File: config.mk
export PLATFORM = sky130hd
export DESIGN_NAME = fetch_controller_flat
export DESIGN_NICKNAME = d
export VERILOG_FILES = /design/src/rtl/fetch_pkg.sv /design/src/rtl/fetch_controller_if.sv /design/src/rtl/fetch_controller_flush_counter.sv /design/src/rtl/fetch_controller.sv /design/src/flat_wrapper.sv
export SDC_FILE = /design/constraint.sdc
export NUM_CORES = 1
export LEC_CHECK = 0
export BUFFER_PORTS_ARGS = -buffer_cell sky130_fd_sc_hd__buf_2
export CAP_MARGIN = 20
export CORE_MARGIN = 5
export CORE_UTILIZATION = 36
export DETAILED_ROUTE_END_ITERATION = 6
export HOLD_SLACK_MARGIN = 0.15
export PLACE_DENSITY = 0.77
export SLEW_MARGIN = 10
export SYNTH_ARGS = -nofsm -noshare
export SYNTH_HDL_FRONTEND = slang
export SYNTH_HIERARCHICAL = 1
export SYNTH_SLANG_ARGS = --single-unit
File: constraint.sdc
create_clock -name clk -period 1.7 [get_ports clk]
set_input_delay 0.17 -clock clk [delete_from_list [all_inputs] [get_ports clk]]
set_output_delay 0.17 -clock clk [all_outputs]
set_load 0.01 [all_outputs]
File: src/rtl/fetch_pkg.sv
// fetch_pkg: shared state encoding and constants for the fetch controller.
package fetch_pkg;
    typedef enum logic [2:0] {
        BOOT  = 3'd0,
        RUN   = 3'd1,
        STALL = 3'd2,
        FLUSH = 3'd3,
        HALT  = 3'd4
    } state_t;
    localparam int PC_INC = 4;
    localparam int CNT_W = 3;
    localparam int PERF_W = 32;
endpackage

File: src/rtl/fetch_controller_if.sv
// fetch_controller_if: pipeline-facing signals of the fetch controller.
interface fetch_controller_if #(parameter int B = 32);
    logic [B-1:0] pc_cur, branch_target, pc_next;
    logic branch_taken, stall, halt, resume;
    logic pc_write, ifid_write, ifid_flush, halted;
    logic [2:0] fsm_state;
    modport master (
        input  pc_cur, branch_taken, branch_target, stall, halt, resume,
        output pc_next, pc_write, ifid_write, ifid_flush, halted, fsm_state
    );
    modport slave (
        output pc_cur, branch_taken, branch_target, stall, halt, resume,
        input  pc_next, pc_write, ifid_write, ifid_flush, halted, fsm_state
    );
endinterface

File: src/rtl/fetch_controller_flush_counter.sv
// flush_counter: loadable down-counter with hold and zero flag.
module flush_counter
    import fetch_pkg::*;
(
    input  logic             clk,
    input  logic             reset,
    input  logic             ld,
    input  logic             dec,
    input  logic [CNT_W-1:0] ld_val,
    output logic [CNT_W-1:0] cnt,
    output logic             zero
);
    assign zero = cnt == '0;
    always_ff @(posedge clk or negedge reset)
        if (!reset) cnt <= '0;
        else if (ld) cnt <= ld_val;
        else if (dec && !zero) cnt <= cnt - 1'b1;
endmodule

File: src/rtl/fetch_controller.sv
// fetch_controller: PC/IF-ID control FSM (boot, redirect flush, stall, halt).
// FETCH_PERF_COUNTERS_EN adds saturating stall/flush cycle counters.
module fetch_controller
    import fetch_pkg::*;
#(
    parameter int           B           = 32,
    parameter int           FLUSH_SLOTS = 1,
    parameter logic [B-1:0] RESET_ADDR  = '0
) (
    input  logic              clk,
    input  logic              reset,
    fetch_controller_if.master bus
`ifdef FETCH_PERF_COUNTERS_EN
    ,
    output logic [PERF_W-1:0] stall_count,
    output logic [PERF_W-1:0] flush_count
`endif
);
    localparam logic [CNT_W-1:0] LAST = CNT_W'(FLUSH_SLOTS - 1);
    state_t state, nxt, ret;
    logic ld, dec, zero;
    logic [CNT_W-1:0] cnt;
    logic [B-1:0] pc_inc;
    assign pc_inc = bus.pc_cur + B'(PC_INC);
    assign bus.fsm_state = state;
    always_ff @(posedge clk or negedge reset)
        if (!reset) state <= BOOT;
        else state <= nxt;
    // RUN always holds a zero counter and FLUSH a nonzero one, so STALL recovers its origin from it
    always_comb begin
        nxt = state;
        ld = 1'b0;
        dec = 1'b0;
        bus.pc_write = 1'b0;
        bus.ifid_write = 1'b1;
        bus.ifid_flush = 1'b1;
        bus.halted = 1'b0;
        bus.pc_next = pc_inc;
        ret = state == STALL ? (zero ? RUN : FLUSH) : state;
        if (state == BOOT) begin
            bus.pc_next = RESET_ADDR;
            nxt = RUN;
        end else if (state == HALT) begin
            bus.halted = 1'b1;
            nxt = bus.resume ? RUN : HALT;
        end else if (bus.branch_taken) begin
            bus.pc_write = 1'b1;
            bus.pc_next = bus.branch_target;
            ld = 1'b1;
            nxt = LAST == '0 ? RUN : FLUSH;
        end else if (bus.halt) begin
            ld = 1'b1;
            nxt = HALT;
        end else if (bus.stall) begin
            bus.ifid_write = 1'b0;
            bus.ifid_flush = 1'b0;
            nxt = STALL;
        end else if (ret == FLUSH) begin
            bus.pc_write = 1'b1;
            dec = 1'b1;
            nxt = cnt == CNT_W'(1) ? RUN : FLUSH;
        end else begin
            bus.pc_write = 1'b1;
            bus.ifid_flush = 1'b0;
            nxt = RUN;
        end
    end
    flush_counter u_cnt (
        .clk    (clk),
        .reset  (reset),
        .ld     (ld),
        .dec    (dec),
        .ld_val (bus.halt && !bus.branch_taken ? '0 : LAST),
        .cnt    (cnt),
        .zero   (zero)
    );
`ifdef FETCH_PERF_COUNTERS_EN
    // ifid_write is low only in cycles with stall behaviour
    always_ff @(posedge clk or negedge reset)
        if (!reset) begin
            stall_count <= '0;
            flush_count <= '0;
        end else begin
            if (!bus.ifid_write && ~&stall_count) stall_count <= stall_count + 1'b1;
            if (bus.ifid_flush && ~&flush_count) flush_count <= flush_count + 1'b1;
        end
`endif
endmodule
File: src/flat_wrapper.sv
// flat-port wrapper written by rule: the top's interface ports become plain ports
module fetch_controller_flat import fetch_pkg::*;
#(
    parameter int           B           = 32,
    parameter int           FLUSH_SLOTS = 1,
    parameter logic [B-1:0] RESET_ADDR  = '0
)
  (clk, reset, bus_pc_cur, bus_branch_taken, bus_branch_target, bus_stall, bus_halt, bus_resume, bus_pc_next, bus_pc_write, bus_ifid_write, bus_ifid_flush, bus_halted, bus_fsm_state);
  fetch_controller_if #(.B(B)) bus_i ();
  input  logic clk;
  input  logic reset;
  input wire logic [$bits(bus_i.pc_cur)-1:0] bus_pc_cur;
  input wire logic [$bits(bus_i.branch_taken)-1:0] bus_branch_taken;
  input wire logic [$bits(bus_i.branch_target)-1:0] bus_branch_target;
  input wire logic [$bits(bus_i.stall)-1:0] bus_stall;
  input wire logic [$bits(bus_i.halt)-1:0] bus_halt;
  input wire logic [$bits(bus_i.resume)-1:0] bus_resume;
  output wire logic [$bits(bus_i.pc_next)-1:0] bus_pc_next;
  output wire logic [$bits(bus_i.pc_write)-1:0] bus_pc_write;
  output wire logic [$bits(bus_i.ifid_write)-1:0] bus_ifid_write;
  output wire logic [$bits(bus_i.ifid_flush)-1:0] bus_ifid_flush;
  output wire logic [$bits(bus_i.halted)-1:0] bus_halted;
  output wire logic [$bits(bus_i.fsm_state)-1:0] bus_fsm_state;
  assign bus_i.pc_cur = bus_pc_cur;
  assign bus_i.branch_taken = bus_branch_taken;
  assign bus_i.branch_target = bus_branch_target;
  assign bus_i.stall = bus_stall;
  assign bus_i.halt = bus_halt;
  assign bus_i.resume = bus_resume;
  assign bus_pc_next = bus_i.pc_next;
  assign bus_pc_write = bus_i.pc_write;
  assign bus_ifid_write = bus_i.ifid_write;
  assign bus_ifid_flush = bus_i.ifid_flush;
  assign bus_halted = bus_i.halted;
  assign bus_fsm_state = bus_i.fsm_state;
  fetch_controller #(.B(B), .FLUSH_SLOTS(FLUSH_SLOTS), .RESET_ADDR(RESET_ADDR)) u_core (.clk(clk), .reset(reset), .bus(bus_i));
endmodule
==> out/metrics.yaml, run 1 <==
run_status:
  outcome: "complete, but fails checks"
  failed_checks: "setup timing"
pwr:
  peakVddDrop_v: 0.000500
  p_leak_nw: 1.37
  power_density_nw_per_um2: 456
critical_path:
  crit_top_cell: "buf_4"
  crit_type: "reg2reg"
  rrSetupSlack_ps: -230
  path_delay_family: "simple AND/OR/NAND/NOR gates"
  critPathMaxStageDelay_ps: 640
  crit_path_end_kind: "flip-flop"
  cp-endpoint: "u_core/u_cnt/cnt[1]"
  slowest_stage: "nor2_1"
  critPathLaunch: "u_core/bus.fsm_state[0]"
  r2r_cells: 6
  rr_startpoint: "u_core/bus.fsm_state[0]"
  start_kind: "flip-flop"
  worstPathArrival_ps: 2000
  required_ps: 1760
  crit_fanout: 9
  r2r-end: "u_core/u_cnt/cnt[1]"
  crit_buf_inv: 2
  crit_chain: "nor2_4 > buf_4 > buf_4 > nor2_1 > or4b_4 > o311ai_4"
  cp_num_cells: 6
min_path:
  hold_class: "in2reg"
  min_path_cells: 3
layout:
  layout-drive-gt1-share_pct: 64.2
  diodes: 0
  areaGrowthSynthToFinish_pct: 117
  ff_latch_area_um2: 154
  final_nets: 452
  multi_input_area_um2: 1580
  fill_cells: 247
  final_area_um2: 2990
floorplan:
  die_h_um: 71.9
  num_io_pins: 109
  start_util_pct: 37.4
  core_um2: 3690
  die_area_um2: 5170
  die_x_um: 71.9
  core.rowCount: 22
synthesis:
  synthAdderAreaFrac_pct: 2.72
  synth_compound_area_share_pct: 25.9
  yosys.cell_types.count: 42
  synth_common_cells: "24 x a21oi_1, 23 x o21ai_0, 21 x nor2_1"
  synthCells: 205
  yosysWarningCount: 6
  synth-async-reset-ratio_pct: 100
  syn_area_um2: 1380
  yosys_register_bits: 6
  ys.flop_type: "dfrtp_1"
  synth-xor-area-share_pct: 17.1
  yosysSeqAreaShare_pct: 10.9
  synth-edff-count: 0
  synthSimpleGateAreaFrac_pct: 36.8
  muxShareOfSynthArea_pct: 0
  synth_top_area_cell: "xor2_1"
  yosysMostFrequentCell: "a21oi_1"
  synth_top_area_share_pct: 12.1
  synthTopCellsByArea: "xor2_1 12%, dfrtp_1 11%, a21oi_1 8.7%"
  synth_top_family_by_area: "simple AND/OR/NAND/NOR gates"
  avgSynthCellArea_um2: 6.73
grt:
  grt_pass1_wl_mm: 9.46
  grt_pass1_vias: 2103
  track_usage_pct: 22.6
  grt-ovfl-total: 0
  grt_max_degree: 23
  antenna_found_initial: 0
placed_design:
  hpwl_mm: 4.25
  gp_congestion: 0.826
  dpl_cell_area_um2: 2240
  port_buffers: 108
sta:
  hold_violations: 0
  whs_ps: 294
  final.min_clock_period_ps: 1930
  fin_worst_skew_ps: 4.40
  tightest_slew_ps: 819
  fmax_mhz: 517
  setup_ws_ps: -234
  slew_headroom_pct: 45.2
  setup-violations-final: 29
  rsz0062_at_grt: "yes"
  finalCritPeriodShare_pct: 114
  finalMaxSlewViolations: 0
routing:
  drt-vias-per-instance: 5.53
  drc: 0
  drtIter0Drc: 148
  vias: 2351
  drtPass1Iterations: 4
  ant_nets: 0
  avgRoutedWirePerCell_um: 18.0
  wl_mm: 7.66
clocking:
  clk_latency_ps: 220
  cts-root-buf: "clkbuf_8"
  cts_made_buffers: 3
  htree_levels: 1
  clk_pin_slew_worst_paths_ps: 40
  cts.sinks: 6
  clk_path_buf_depth: 2
  cts_tree: "done"
run:
  max_cap_viol_count: 0
## how the worst min path moves through the flow
stage,slack (ps),startpoint,endpoint
final,290,bus_halt,u_core/bus.fsm_state[2]
after global routing,300,bus_stall,u_core/bus.fsm_state[1]
after CTS,240,bus_halt,u_core/bus.fsm_state[2]
after detailed placement,4,reset,u_core/u_cnt/cnt[2]
after global placement,-4,reset,u_core/u_cnt/cnt[2]
after floorplan,-130,reset,u_core/bus.fsm_state[0]
## final cells by class
cell class	count	share of cell area [%]
well taps	48	2.01
flip-flops and latches	6	5.14
clock buffers	3	1.38
inverters	7	1.05
repair buffers	172	37.7
multi-input cells	189	52.7
## worst reg2reg max path, delay by kind of cell (launching register included)
kind	cells	cell delay, ps
and+or+nand+nor	3	1010
DFF	1	410
AOI/OAI and AO/OA	1	90
buffers and inverters	2	280
## sequential cells by signal, summed over array words and instances, names as in the netlist
name and flops:
u_core/bus.fsm_state 3, u_core/u_cnt/cnt 3
## where the power goes
part	switching, mW	total [mW]	internal (mW)
Combinational	0.505	0.968	0.463
Clock	0.0627	0.215	0.152
Sequential	0.0206	0.182	0.162
## metal layers
metal / global-route usage, % / wire (um) / up-vias
met4: 5.64 / 283 / 0
li1: - / - / 1103
met5: 0 / 0 / -
met1: 25.4 / 2780 / 1092
met3: 2.77 / 606 / 28
met2: 44.5 / 4000 / 128
## cells in the final DEF (no fill, tap or decap), types with 4 or more instances in the layout
cell type  count
buf_2        104
buf_4         45
buf_6         19
nor2_1        19
xor2_1        19
a21oi_1       18
nand2_1       13
nand3_1       12
o21ai_2       10
o21ai_1        8
xnor2_1        8
nand4_1        7
a21oi_2        6
a211oi_2       6
nand2_8        5
o21ai_0        5
or3_4          4
inv_1          4
and3_1         4
## timing repair
action	CTS	global route
resized for setup	32	80
setup endpoints to repair	36	35
gates cloned	2	3
pin swaps	8	24
hold buffers	2	0
endpoints found under the hold margin	7	0
setup buffers	7	19
## through the flow
step	setup slack (ps)	cells	power, mW	setup TNS [ps]	util (%)
2_1_floorplan	-18.4	207	0.500	-23.3	-
3_3_place_gp	-91.0	390	0.811	-262	60.9
3_5_place_dp	-127	390	0.828	-491	60.9
4_1_cts	-159	404	1.13	-451	68.4
5_1_grt	-283	425	1.44	-3480	81.1
6_report	-234	425	1.37	-1660	81.1
## cell families (layout without fill, tap and decap cells)
| kind of cell | Yosys count | count (layout) |
|---|---|---|
| adder cells (fa/ha/maj) | 3 | 3 |
| other | 1 | 3 |
| AND/OR/NAND/NOR | 89 | 94 |
| XOR/XNOR | 27 | 27 |
| flip-flops | 6 | 6 |
| AO/OA/AOI/OAI | 62 | 62 |
| buffers and inverters | 17 | 182 |
No activity file was read; power rests on OpenSTA's default activity.
==> run 2, diff against run 1 <==
--- a/config.mk
+++ b/config.mk
@@ -7,6 +7,7 @@
 export LEC_CHECK = 0
 export BUFFER_PORTS_ARGS = -buffer_cell sky130_fd_sc_hd__buf_2
 export CAP_MARGIN = 20
+export CORE_ASPECT_RATIO = 0.6
 export CORE_MARGIN = 5
 export CORE_UTILIZATION = 36
 export DETAILED_ROUTE_END_ITERATION = 6
==> run 2 against run 1 <==
Effect of this change:
- the flow still finishes with violations (setup timing)
- die area rose by 0.78%
- clock power rose by 6%
- worst setup slack improved by 98 ps
==> out/metrics.yaml, run 2 (synthesis results as in run 1) <==
run_status:
  outcome: "complete, but fails checks"
  failed_checks: "setup timing"
routing:
  drc: 0  # unchanged
  drt-vias-per-instance: 5.63  # +1.7%
  drtIter0Drc: 192  # +30%
  ant_nets: 0  # unchanged
  vias: 2340  # -0.47%
  wl_mm: 7.53  # -1.7%
  avgRoutedWirePerCell_um: 18.1  # +0.38%
  drtPass1Iterations: 5  # +1
clocking:
  cts_tree: "done"
  cts.sinks: 6  # unchanged
  clk_latency_ps: 230  # about the same
  cts-root-buf: "clkbuf_8"
  clk_pin_slew_worst_paths_ps: 40  # about the same
  clk_path_buf_depth: 2  # unchanged
  htree_levels: 1  # unchanged
  cts_made_buffers: 3  # unchanged
critical_path:
  crit_fanout: 4  # -5
  required_ps: 1830  # +70 ps
  crit_type: "reg2reg"
  rr_startpoint: "u_core/bus.fsm_state[1]"
  r2r-end: "u_core/u_cnt/cnt[1]"
  crit_path_end_kind: "flip-flop"
  r2r_cells: 6  # unchanged
  start_kind: "flip-flop"
  rrSetupSlack_ps: -140  # +100 ps
  worstPathArrival_ps: 1970  # -30 ps
floorplan:
  die_x_um: 89.9  # +25%
  num_io_pins: 109  # unchanged
  start_util_pct: 37.5  # +0.089 points
  die_area_um2: 5210  # +0.78%
  core.rowCount: 17  # -23%
  core_um2: 3680  # -0.24%
  die_h_um: 58.0  # -19%
pwr:
  switchingPower_uw: 596  # +1.3%
  power_density_nw_per_um2: 459  # +0.69%
  peakVddDrop_v: 0.000467  # -6.7%
  internal-power_uw: 778  # +0.18%
  p_leak_nw: 1.35  # -1.2%
  switching_share_pct: 43.4  # +0.27 points
  seq_power_share_pct: 13.1  # -0.3 points
  power_frac_clock_pct: 16.6  # +0.9 points
  power.share.combinational_pct: 70.3  # -0.6 points
layout:
  layout-drive-gt1-share_pct: 65.6  # +1.4 points
  ff_latch_area_um2: 153  # -0.81%
  diodes: 0  # unchanged
  final_nets: 444  # -1.8%
  fill_cells: 249  # +0.81%
  areaGrowthSynthToFinish_pct: 117  # about the same
  final_cell_mix: "104 x buf_2, 39 x buf_4, 19 x xor2_1, 15 x o21ai_2, 15 x a21oi_1"
  multi_input_area_um2: 1590  # +1.0%
  instances_no_fill: 416  # -2.1%
  final_common_cell: "buf_2"
grt:
  antenna_found_initial: 0  # unchanged
  grt_pass1_vias: 2072  # -1.5%
  track_usage_pct: 22.6  # about the same
  grt_max_degree: 23  # unchanged
  grt_pass1_wl_mm: 9.83  # +3.9%
  grt-ovfl-total: 0  # unchanged
sta:
  final.min_clock_period_ps: 1840  # -98.0 ps
  fmax_mhz: 545  # +5.3%
  tightest_slew_ps: 595  # -224 ps
  finalCritPeriodShare_pct: 108  # -5.8 points
  setup_ws_ps: -136  # +98.0 ps
  fin_worst_skew_ps: 3.89  # -0.516 ps
  rsz0062_at_grt: "yes"
  hold_violations: 0  # unchanged
  slew_headroom_pct: 60.2  # +15 points
  finalMaxSlewViolations: 0  # unchanged
  setup-violations-final: 32  # +10%
  whs_ps: 239  # -55.3 ps
placed_design:
  place_ws_ps: -156  # -29.6 ps
  port_buffers: 108  # unchanged
  gp_congestion: 0.911  # +10%
  hpwl_mm: 4.40  # +3.6%
  dp.cells: 384  # -1.5%
run:
  max_cap_viol_count: 0  # unchanged
min_path:
  min_path_cells: 2  # -1
  whs_endpoint: "u_core/bus.fsm_state[1]"
  hold_class: "in2reg"
  min_from: "bus_stall"
## run 2: cell type report
type,instances,share of cell area (%)
Inverter,7,1.05
Multi-Input combinational cell,191,53.3
Sequential cell,6,5.10
Clock buffer,3,1.38
Timing Repair Buffer,162,37.2
Tap cell,47,1.97
## run 2: worst max path at each step
stage                                       start                   to  cells after the start
after detailed placement           bus_pc_cur[14]      bus_pc_next[30]                      8
after floorplan               u_core/u_cnt/cnt[0]  u_core/u_cnt/cnt[1]                      8
final                     u_core/bus.fsm_state[1]  u_core/u_cnt/cnt[1]                      6
after CTS                     u_core/u_cnt/cnt[1]  u_core/u_cnt/cnt[1]                      8
after global placement             bus_pc_cur[14]      bus_pc_next[30]                      8
after global routing          u_core/u_cnt/cnt[0]  u_core/u_cnt/cnt[1]                      8
## run 2: what timing repair did
item / 4_1_cts / 5_1_grt
resized for setup: 27 / 94
pin swaps: 10 / 23
endpoints found under the hold margin: 7 / 0
hold buffers: 2 / 0
endpoints found under the setup margin: 36 / 36
setup buffers: 9 / 7
gates cloned: 4 / 7
## run 2: per-layer routing
metal | global-route usage (%) | routed length (um)
met1 | 29.9 | 3220
met2 | 37.7 | 3550
met3 | 5.32 | 582
met4 | 5.31 | 174
met5 | 0 | 0
## run 2: stage by stage
stage	TNS (ps)	total power [mW]	util [%]	cell area (um2)
after floorplan	-23.3	0.500	-	1420
after global placement	-294	0.810	60.6	2230
after detailed placement	-526	0.826	60.6	2230
after CTS	-678	1.15	67.5	2480
after global routing	-4080	1.45	81.3	2990
final	-2010	1.37	81.3	2990
## run 2: power groups by stage
stage               combinational (mW)  sequential, mW  clock, mW
CTS                              0.741           0.178      0.226
finish                           0.967           0.180      0.228
global placement                 0.636           0.175          0
floorplan                        0.323           0.177          0
global route                      1.03           0.181      0.241
detailed placement               0.650           0.176          0
## run 2: critical path: stages (launching register included)
cell and delay (ps):
dfrtp_1 410, nor2_4 70, buf_4 140, nor3_1 250, nor3b_2 280, or4b_4 510, o311ai_4 70
